### src/rtl/arf_pkg.sv
// Shared constants and types for the ARF accumulation stage.
// The optional overflow flag is enabled by defining ARF_ACC_OVF_EN.
package arf_pkg;

    // Datapath width of products and sums.
    localparam int DATA_W = 32;

    // Adder selection encodings.
    localparam int ADD_AMA32 = 0;
    localparam int ADD_AMA28 = 1;
    localparam int ADD_AMA24 = 2;
    localparam int ADD_EXACT = 3;

    // Number of low-order bits built from approximate mirror-adder cells.
    // Their carry chain is cut.
    // The carry into the exact upper part is speculated from the top approximate bit pair.
    localparam int AMA_LOW_W = 4;

    // Accumulator FSM states.
    typedef enum logic [0:0] {
        ST_ACC  = 1'b0,
        ST_DONE = 1'b1
    } arf_state_e;

endpackage

### src/rtl/arf_add_sel.sv
// Combinational adder wrapper.
// It elaborates exactly one of add_0 / add_1 / add_2 / add_x, chosen by ADD_SEL, with Cin = 0.
// AMA variants behave as follows:
// - The low AMA_LOW_W bits are summed modulo 2^AMA_LOW_W, and their true carry is dropped.
// - The carry into the upper part is speculated as OR of the top low-part operand bits.
// - The 28b variant sign-extends its result from bit 27.
// - The 24b variant zero-extends its result from bit 23.
module arf_add_sel
    import arf_pkg::*;
#(
    parameter int ADD_SEL = ADD_EXACT
) (
    output logic [DATA_W-1:0] out,
    input  logic [DATA_W-1:0] in_0,
    input  logic [DATA_W-1:0] in_1
);

    if (ADD_SEL == ADD_EXACT) begin : g_add_x
        // Accurate modulo-2^32 sum.
        assign out = in_0 + in_1;
    end else begin : g_ama
        localparam int AW = (ADD_SEL == ADD_AMA28) ? 28 :
                            (ADD_SEL == ADD_AMA24) ? 24 : DATA_W;
        localparam int HW = AW - AMA_LOW_W;

        logic [AMA_LOW_W-1:0] lo;
        logic [HW-1:0]        hi;
        logic                 c_spec;
        logic [AW-1:0]        s;

        assign lo     = in_0[AMA_LOW_W-1:0] + in_1[AMA_LOW_W-1:0];
        assign c_spec = in_0[AMA_LOW_W-1] | in_1[AMA_LOW_W-1];
        assign hi     = in_0[AW-1:AMA_LOW_W] + in_1[AW-1:AMA_LOW_W] + HW'(c_spec);
        assign s      = {hi, lo};

        if (ADD_SEL == ADD_AMA28) begin : g_add_1
            logic unused_top;
            assign unused_top = ^{in_0[DATA_W-1:AW], in_1[DATA_W-1:AW]};
            assign out = {{(DATA_W-AW){s[AW-1]}}, s};
        end else if (ADD_SEL == ADD_AMA24) begin : g_add_2
            logic unused_top;
            assign unused_top = ^{in_0[DATA_W-1:AW], in_1[DATA_W-1:AW]};
            assign out = {{(DATA_W-AW){1'b0}}, s};
        end else begin : g_add_0
            assign out = s;
        end
    end

endmodule

### src/rtl/arf_mac_acc.sv
// Streaming accumulator: sums N_TERMS products through the selected adder.
// The finished sum is presented on a valid/ready output.
// Defining ARF_ACC_OVF_EN adds a sticky signed-overflow flag on out_ovf.
// Otherwise out_ovf is tied to 0.
//
// Handshake: a transfer happens on a rising edge where valid & ready are both 1.
// A producer holds data while valid is high and ready is low.
// in_ready is 1 only in ACC.
// out_valid is 1 only in DONE.
// out_data is stable for the whole of DONE.
module arf_mac_acc
    import arf_pkg::*;
#(
    parameter int N_TERMS = 4,
    parameter int ADD_SEL = ADD_EXACT
) (
    input  logic              clk,
    input  logic              rst,
    input  logic              in_valid,
    output logic              in_ready,
    input  logic [DATA_W-1:0] in_data,
    output logic              out_valid,
    input  logic              out_ready,
    output logic [DATA_W-1:0] out_data,
    output logic              out_ovf
);

    localparam int CNT_W = $clog2(N_TERMS);
    localparam logic [0:0] S_ACC  = ST_ACC;
    localparam logic [0:0] S_DONE = ST_DONE;
    localparam logic [CNT_W-1:0] CNT_LAST = CNT_W'(N_TERMS - 1);

    logic [0:0]        state_q, state_d;
    logic [DATA_W-1:0] acc_q, acc_d;
    logic [CNT_W-1:0]  cnt_q, cnt_d;
    logic [DATA_W-1:0] out_data_q, out_data_d;
    logic [DATA_W-1:0] sum;
    logic              accept;
    logic              last;

    arf_add_sel #(
        .ADD_SEL (ADD_SEL)
    ) u_add (
        .out  (sum),
        .in_0 (acc_q),
        .in_1 (in_data)
    );

    assign in_ready  = (state_q == S_ACC);
    assign out_valid = (state_q == S_DONE);
    assign out_data  = out_data_q;
    assign accept    = in_valid & in_ready;
    assign last      = (cnt_q == CNT_LAST);

    // Next-state logic: accumulate accepted terms, close the sum on the last one, wait in DONE for the consumer.
    always_comb begin
        state_d    = state_q;
        acc_d      = acc_q;
        cnt_d      = cnt_q;
        out_data_d = out_data_q;
        case (state_q)
            S_ACC: begin
                if (accept) begin
                    if (last) begin
                        out_data_d = sum;
                        acc_d      = '0;
                        cnt_d      = '0;
                        state_d    = S_DONE;
                    end else begin
                        acc_d = sum;
                        cnt_d = cnt_q + CNT_W'(1);
                    end
                end
            end
            S_DONE: begin
                if (out_ready) begin
                    state_d = S_ACC;
                end
            end
            default: state_d = S_ACC;
        endcase
    end

    // State registers; reset discards any partial or pending sum.
    always_ff @(posedge clk) begin
        if (rst) begin
            state_q    <= S_ACC;
            acc_q      <= '0;
            cnt_q      <= '0;
            out_data_q <= '0;
        end else begin
            state_q    <= state_d;
            acc_q      <= acc_d;
            cnt_q      <= cnt_d;
            out_data_q <= out_data_d;
        end
    end

`ifdef ARF_ACC_OVF_EN
    logic ovf_sticky_q, ovf_sticky_d;
    logic out_ovf_q, out_ovf_d;
    logic add_ovf;

    assign add_ovf = (acc_q[DATA_W-1] == in_data[DATA_W-1]) &&
                     (sum[DATA_W-1] != acc_q[DATA_W-1]);

    // Overflow tracking: any overflow in a sum is remembered and published with that sum.
    always_comb begin
        ovf_sticky_d = ovf_sticky_q;
        out_ovf_d    = out_ovf_q;
        if (accept) begin
            if (last) begin
                out_ovf_d    = ovf_sticky_q | add_ovf;
                ovf_sticky_d = 1'b0;
            end else begin
                ovf_sticky_d = ovf_sticky_q | add_ovf;
            end
        end
    end

    // Overflow flag registers.
    always_ff @(posedge clk) begin
        if (rst) begin
            ovf_sticky_q <= 1'b0;
            out_ovf_q    <= 1'b0;
        end else begin
            ovf_sticky_q <= ovf_sticky_d;
            out_ovf_q    <= out_ovf_d;
        end
    end

    assign out_ovf = out_ovf_q;
`else
    assign out_ovf = 1'b0;
`endif

endmodule

### config.mk
export PLATFORM = sky130hd
export DESIGN_NAME = arf_mac_acc
export DESIGN_NICKNAME = d
export VERILOG_FILES = /design/src/rtl/arf_pkg.sv /design/src/rtl/arf_add_sel.sv /design/src/rtl/arf_mac_acc.sv
export SDC_FILE = /design/constraint.sdc
export NUM_CORES = 1
export LEC_CHECK = 0
export CAP_MARGIN = 5
export CELL_PAD_IN_SITES_DETAIL_PLACEMENT = 0
export CELL_PAD_IN_SITES_GLOBAL_PLACEMENT = 1
export CORE_MARGIN = 2
export CORE_UTILIZATION = 43
export DETAILED_ROUTE_END_ITERATION = 12
export GPL_ROUTABILITY_DRIVEN = 0
export PLACE_DENSITY = 0.95
export SKIP_CTS_REPAIR_TIMING = 1
export SYNTH_ARGS = -nofsm -noshare
export SYNTH_HDL_FRONTEND = slang
export SYNTH_HIERARCHICAL = 1
export SYNTH_SLANG_ARGS = --single-unit
### constraint.sdc
create_clock -name clk -period 4.4 [get_ports clk]
set_input_delay 0.88 -clock clk [delete_from_list [all_inputs] [get_ports clk]]
set_output_delay 0.88 -clock clk [all_outputs]
set_load 0.03 [all_outputs]
==> results of run 1 <==
==> metrics by stage <==
| step | area, um2 | std cells | worst slack, ps | power, mW |
|---|---|---|---|---|
| CTS | 5200 | 727 | 998 | 1.84 |
| floorplan | 4340 | 541 | 1400 | 1.18 |
| global placement | 5010 | 711 | 734 | 1.31 |
| detailed placement | 5010 | 711 | 655 | 1.32 |
| global route | 5200 | 727 | 731 | 1.96 |
| finish | 5200 | 727 | 958 | 1.84 |
==> worst max-delay path: cells and delay by family <==
family / cells / cell delay [ps]
buffers and inverters: 1 / 410
AND/OR/NAND/NOR: 2 / 190
XOR/XNOR: 1 / 200
AO/OA/AOI/OAI: 6 / 1360
adder cells (fa/ha/maj): 2 / 650
==> placed cells by master (no fill, tap or decap), types with 3 or more instances in the layout <==
cell type,count
ha_1,32
nand3b_1,33
nor2_1,14
o21ai_0,13
nand2b_1,4
o21bai_1,4
a21oi_1,79
nand4_1,8
dfxtp_1,67
mux2i_1,3
a21oi_2,16
xnor2_1,13
clkinv_2,3
buf_4,5
nor3_1,4
xor2_1,15
nand3_1,10
a21o_1,19
or2_2,3
inv_1,7
clkbuf_8,10
a211oi_1,3
nand2_1,116
o211ai_1,3
a31oi_1,3
clkdlybuf4s50_1,68
==> registers in the layout, summed over array words and instances, names as in the netlist <==
| name | cells |
|---|---|
| out_data | 32 |
| out_valid | 1 |
| cnt_q | 2 |
| acc_q | 32 |
==> final cells by class <==
type | instances | area [um2]
Fill cell | 945 | 4570
Multi-Input combinational cell | 430 | 2750
Sequential cell | 67 | 1340
Timing Repair Buffer | 74 | 723
Tap cell | 133 | 166
Clock buffer | 11 | 141
Clock inverter | 5 | 52.6
Inverter | 7 | 26.3
==> power groups by stage <==
stage / clock, mW / combinational, mW / sequential [mW]
2_1_floorplan: 0 / 0.485 / 0.695
6_report: 0.519 / 0.643 / 0.681
3_5_place_dp: 0 / 0.627 / 0.695
3_3_place_gp: 0 / 0.614 / 0.693
4_1_cts: 0.530 / 0.633 / 0.681
5_1_grt: 0.558 / 0.712 / 0.686
==> final timing paths <==
| path | startpoint | to | cells past startpoint |
|---|---|---|---|
| setup / recovery | in_data[0] | acc_q[26]$_SDFFE_PP0P_ | 12 |
| hold / removal | out_data[8]$_SDFFE_PP0P_ | out_data[8]$_SDFFE_PP0P_ | 2 |
| setup reg to reg | acc_q[0]$_SDFFE_PP0P_ | acc_q[26]$_SDFFE_PP0P_ | 11 |
| hold reg to reg | out_data[8]$_SDFFE_PP0P_ | out_data[8]$_SDFFE_PP0P_ | 2 |
==> metal layers <==
layer | share of wire [%] | track usage (%)
met1 | 47 | 26.8
met2 | 47 | 33.4
met3 | 4.4 | 3.38
met4 | 1.6 | 6.66
met5 | 0 | 0
==> cell families (layout without fill, tap and decap cells) <==
logic type	after synthesis	in the layout	synth area share (%)
AND/OR/NAND/NOR	202	202	22.4
AO/OA/AOI/OAI	163	163	24.8
flip-flops	67	67	30.9
buffers and inverters	44	97	5.68
adder cells (fa/ha/maj)	33	33	9.69
XOR/XNOR	28	28	5.66
multiplexers	3	3	0.692
other	1	1	0.0865
==> results.txt, run 1 <==
Synth Cell Area: 0.00434 mm2
First-pass GRT wire length: 18300 um
Max-Cap Viols: 0
Post-synth top cells: nand2_1 (116), a21oi_1 (79), dfxtp_1 (67)
Chip height: 104 um
P_sw: 0.644 mW
Fmax: 291 MHz
Worst Path Arrival: 3710 ps
Crit-path cells: clkdlybuf4s50_1 > ha_1 > fa_1 > a21o_1 > a31o_2 > nand3_1 > o221ai_1 > a311oi_1 > o21bai_1 > xor2_1 > nand3b_1 > a21oi_1
Post-synth EDFFs: 0
Vias per inst: 5.54
Final Skew: 10.6 ps
Int Power: 1.20 mW
CTS Buf Count: 9
P per Cell Area: 354 mW/mm2
Slew margin rel.: 38.3%
Fin util: 53.2%
Routed wire length: 11100 um
Die Area: 0.0109 mm2
Overall Global Routing Usage: 20.3%
Largest net degree at the start of global routing: 35
Worst min-delay path class: register to register
Fraction of post-synthesis cell area in the top cell type by area: 30.9%
DR WL/cell: 15.2 um
Initial DRC Count: 246
Synthesis-to-finish area growth: 20.0%
Critical Path Slowest Stage Cell: fa_1
Seq/Total Area, Yosys: 30.9%
Share of cells above drive strength 1: 8.25%
Leading area contributor after synthesis: dfxtp_1
Hold violation total from the final report: 0
Sequential Power Share: 36.9%
Core outline area: 0.00977 mm2
Synth warnings: 6
Post-synth ARST share: 0%
Drc violations: 0
Grt ovf: 0
Rows: 36
N_diodes: 0
RSZ-0062 raised after global routing: no
Clk sinks: 67
Hold WS: 455 ps
Worst endpoint required time: 4670 ps
VDD IR max: 0.000161 V
CTS tree: built
Clock power frac: 28.2%
Logic pwr share: 34.9%
Post-synthesis register bit count: 67
Crit-path max cell delay: 430 ps
Initial antenna violation count: 0
Slew Viols, Final: 0
Post-route antenna net violation count: 0
Avg Synthesized Cell Area: 8.02 um2
Die Wd: 104 um
Worst setup EP type: register
Run status: finished clean
Netlist cell types: 57
Port bufs: 69
Main synth FF type: dfxtp_1
DP HPWL: 7820 um
Vias in the first global route: 3810
Critical Path Start Type: input port
DRT Pass-1 Iters: 5
I/O Pins: 71
CTS Buffer Depth: 2
H-tree lvl count: 3
Count leader, synth: nand2_1
R2r setup slk: 1580 ps
Synth top area cells: dfxtp_1 (31%), nand2_1 (10%), ha_1 (9.2%), a21oi_1 (9.1%), nand3b_1 (5.7%)
Crit-path max FO: 4
Sw Share: 35.0%
Syn nets: 610
Worst slew pin tran: 921 ps
Cells after synthesis: 541
Initial Util: 44.4%
Clock latency at the later pin of the worst-skew pair: 340 ps
Setup tns final: 0 ps
Nets: 658
Tcrit/Tclk final: 78.2%
Root buf cell: clkbuf_8
Clock-pin slew on the worst setup and hold paths: 70 ps
Leak: 2.05 nW
Final setup fails: 0
DR vias: 4028
Post-layout minimum cycle time: 3440 ps
Crit path kind: input port to register
(Power assumes the default switching activity.)
==> inputs of run 2 (changes only) <==
--- a/config.mk
+++ b/config.mk
@@ -9,10 +9,10 @@
 export CELL_PAD_IN_SITES_DETAIL_PLACEMENT = 0
 export CELL_PAD_IN_SITES_GLOBAL_PLACEMENT = 1
 export CORE_MARGIN = 2
-export CORE_UTILIZATION = 43
+export CORE_UTILIZATION = 36
 export DETAILED_ROUTE_END_ITERATION = 12
 export GPL_ROUTABILITY_DRIVEN = 0
-export PLACE_DENSITY = 0.95
+export PLACE_DENSITY = 0.89
 export SKIP_CTS_REPAIR_TIMING = 1
 export SYNTH_ARGS = -nofsm -noshare
 export SYNTH_HDL_FRONTEND = slang
==> constraint.sdc (replaced) <==
create_clock -name clk -period 3 [get_ports clk]
set_input_delay 0.6 -clock clk [delete_from_list [all_inputs] [get_ports clk]]
set_output_delay 0.6 -clock clk [all_outputs]
set_load 0.03 [all_outputs]
==> run 2 against run 1 <==
Non-clock buffer count grew 73. Via count is 9.5% higher. Die area grew 19%. Cell area rose by 15%. Clock power is 110% higher. First-iteration DRC count increased by 22%. Sequential cell count unchanged. Critical path depth is 1 lower. Critical path type unchanged. Highest routed layer unchanged.
==> results.txt, run 2 (synthesis gave the netlist of run 1 again) <==
Largest net degree at the start of global routing: 36 (+2.9%)
Leak: 2.47 nW (+21%)
Routed wire length: 12400 um (+12%)
Initial Util: 36.6% (-7.8 points)
Uppermost layer routed: met4
Met2 WL: 6290 um (+21%)
Critical Path Start Type: input port
Initial DRC Count: 301 (+22%)
Nets: 731 (+11%)
Placed cells: 796 (+12%)
Clk sinks: 67 (unchanged)
I/O Pins: 71 (unchanged)
P per Cell Area: 551 mW/mm2 (+56%)
Final Skew: 6.01 ps (-4.63 ps)
Setup tns final: 0 ps (unchanged)
Worst setup EP type: register
Worst slew pin tran: 734 ps (-187 ps)
Die Wd: 114 um (+8.9%)
Drc violations: 0 (unchanged)
Tcrit/Tclk final: 97.8%
Overall Global Routing Usage: 19.6% (-0.61 points)
Grt ovf: 0 (unchanged)
Met1 Wirelength: 5420 um (+4.7%)
Post-layout minimum cycle time: 2930 ps
First-pass GRT wire length: 20600 um (+12%)
Rows: 40 (+11%)
Crit-path max cell delay: 430 ps (about the same)
Clock latency at the later pin of the worst-skew pair: 330 ps (about the same)
Hold violation total from the final report: 0 (unchanged)
Max-Cap Viols: 0 (unchanged)
RSZ-0062 raised after global routing: yes
CTS Buffer Depth: 2 (unchanged)
Worst endpoint required time: 3220 ps (-1450 ps)
Worst Path Arrival: 3150 ps (-560 ps)
DRT Pass-1 Iters: 5 (unchanged)
Fmax: 341 MHz
N_diodes: 0 (unchanged)
Critical Path Slowest Stage Cell: clkdlybuf4s50_1
DP HPWL: 8690 um (+11%)
Chip height: 114 um (+8.9%)
Die Area: 0.0129 mm2 (+19%)
Tot Pwr: 3.30 mW (+79%)
Port bufs: 69 (unchanged)
Hold WS: 453 ps (-2.32 ps)
VDD IR max: 0.000254 V (+58%)
Crit path kind: input port to register
Crit-path max FO: 4 (unchanged)
CP Buf/Inv Count: 1 (unchanged)
WL met3: 400 um (-18%)
Worst min-delay path class: register to register
Root buf cell: clkbuf_16
Commonest non-fill, non-tap cells in the layout: nand2_1 (116), buf_4 (77), a21oi_1 (73)
Slew margin rel.: 51.1% (+13 points)
DR vias: 4409 (+9.5%)
Synthesis-to-finish area growth: 38.3%
Crit-path leading delay family: compound AO/OA/AOI/OAI gates
Post-route antenna net violation count: 0 (unchanged)
CTS Buf Count: 9 (unchanged)
Core outline area: 0.0119 mm2 (+21%)
Initial antenna violation count: 0 (unchanged)
Run status: finished clean
# fillers: 1073 (+14%)
Final setup fails: 0 (unchanged)
Vias in the first global route: 4409 (+16%)
Share of cells above drive strength 1: 20.4% (+12 points)
Clock-pin slew on the worst setup and hold paths: 50 ps (-20 ps)
Slew Viols, Final: 0 (unchanged)
Vias per inst: 5.42 (-2.1%)
Crit-path cells: clkdlybuf4s50_1 > ha_1 > and3_1 > o211ai_1 > o21bai_4 > a22oi_4 > a311oi_4 > o311a_1 > or3_1 > nand3b_1 > a21oi_1
H-tree lvl count: 3 (unchanged)
Leading cell type in the layout, fill and taps excluded: nand2_1
CTS tree: built
Non-Filler Instances: 813 (+12%)
DR WL/cell: 15.3 um (+0.33%)
-- run 2: changes by cell type in the layout (fill, tap and decap cells not counted), moves of 6 or more --
cell | previous run | this run
a21oi_1 | 79 | 73
a21oi_2 | 16 | 22
buf_4 | 5 | 77
clkbuf_16 | 0 | 9
clkbuf_8 | 10 | 4
-- run 2: final cells by class --
type                            count  area (um2)  area share, %
Clock buffer                       14         284           4.74
Clock inverter                      1        30.0          0.501
Inverter                            7        26.3          0.438
Multi-Input combinational cell    430        2850           47.5
Sequential cell                    67        1340           22.4
Tap cell                          147         184           3.07
Timing Repair Buffer              147        1280           21.4
-- run 2: final timing paths --
path                                               start                       end  slack [ps]  cells past startpoint
worst min register to register  out_data[6]$_SDFFE_PP0P_  out_data[6]$_SDFFE_PP0P_         450                      2
worst max register to register    acc_q[16]$_SDFFE_PP0P_    acc_q[31]$_SDFFE_PP0P_         450                      9
worst min-delay path            out_data[6]$_SDFFE_PP0P_  out_data[6]$_SDFFE_PP0P_         450                      2
worst max-delay path                         in_data[10]    acc_q[31]$_SDFFE_PP0P_          70                     11
-- run 2: stage by stage --
| step | utilization, % | area [um2] | setup slack (ps) |
|---|---|---|---|
| CTS | 49.6 | 5890 | 11.5 |
| floorplan | - | 4340 | 278 |
| finish | 50.5 | 6000 | 66.6 |
| global route | 50.5 | 6000 | -69.9 |
| detailed placement | 47.0 | 5570 | -308 |
| global placement | 47.0 | 5570 | -258 |
-- run 2: power by group --
part	leakage [nW]	switching, mW	internal, mW
clock network	0.155	0.376	0.730
registers	0.546	0.0444	0.961
logic	1.77	0.619	0.575
total	2.47	1.04	2.27
-- run 2: layer usage --
layer  global-route usage [%]  up-vias
li1                         -     2149
met1                     22.9     2135
met3                     3.83       26
met5                        0        -
met4                     9.67        0
met2                     34.5       99
-- run 2: worst register-to-register path: cells and delay by family, from the launching register on --
| kind | cells | cell delay (ps) |
|---|---|---|
| AO/OA/AOI/OAI | 5 | 1220 |
| adder cells (fa/ha/maj) | 1 | 330 |
| flip-flops | 1 | 310 |
| AND/OR/NAND/NOR | 3 | 580 |
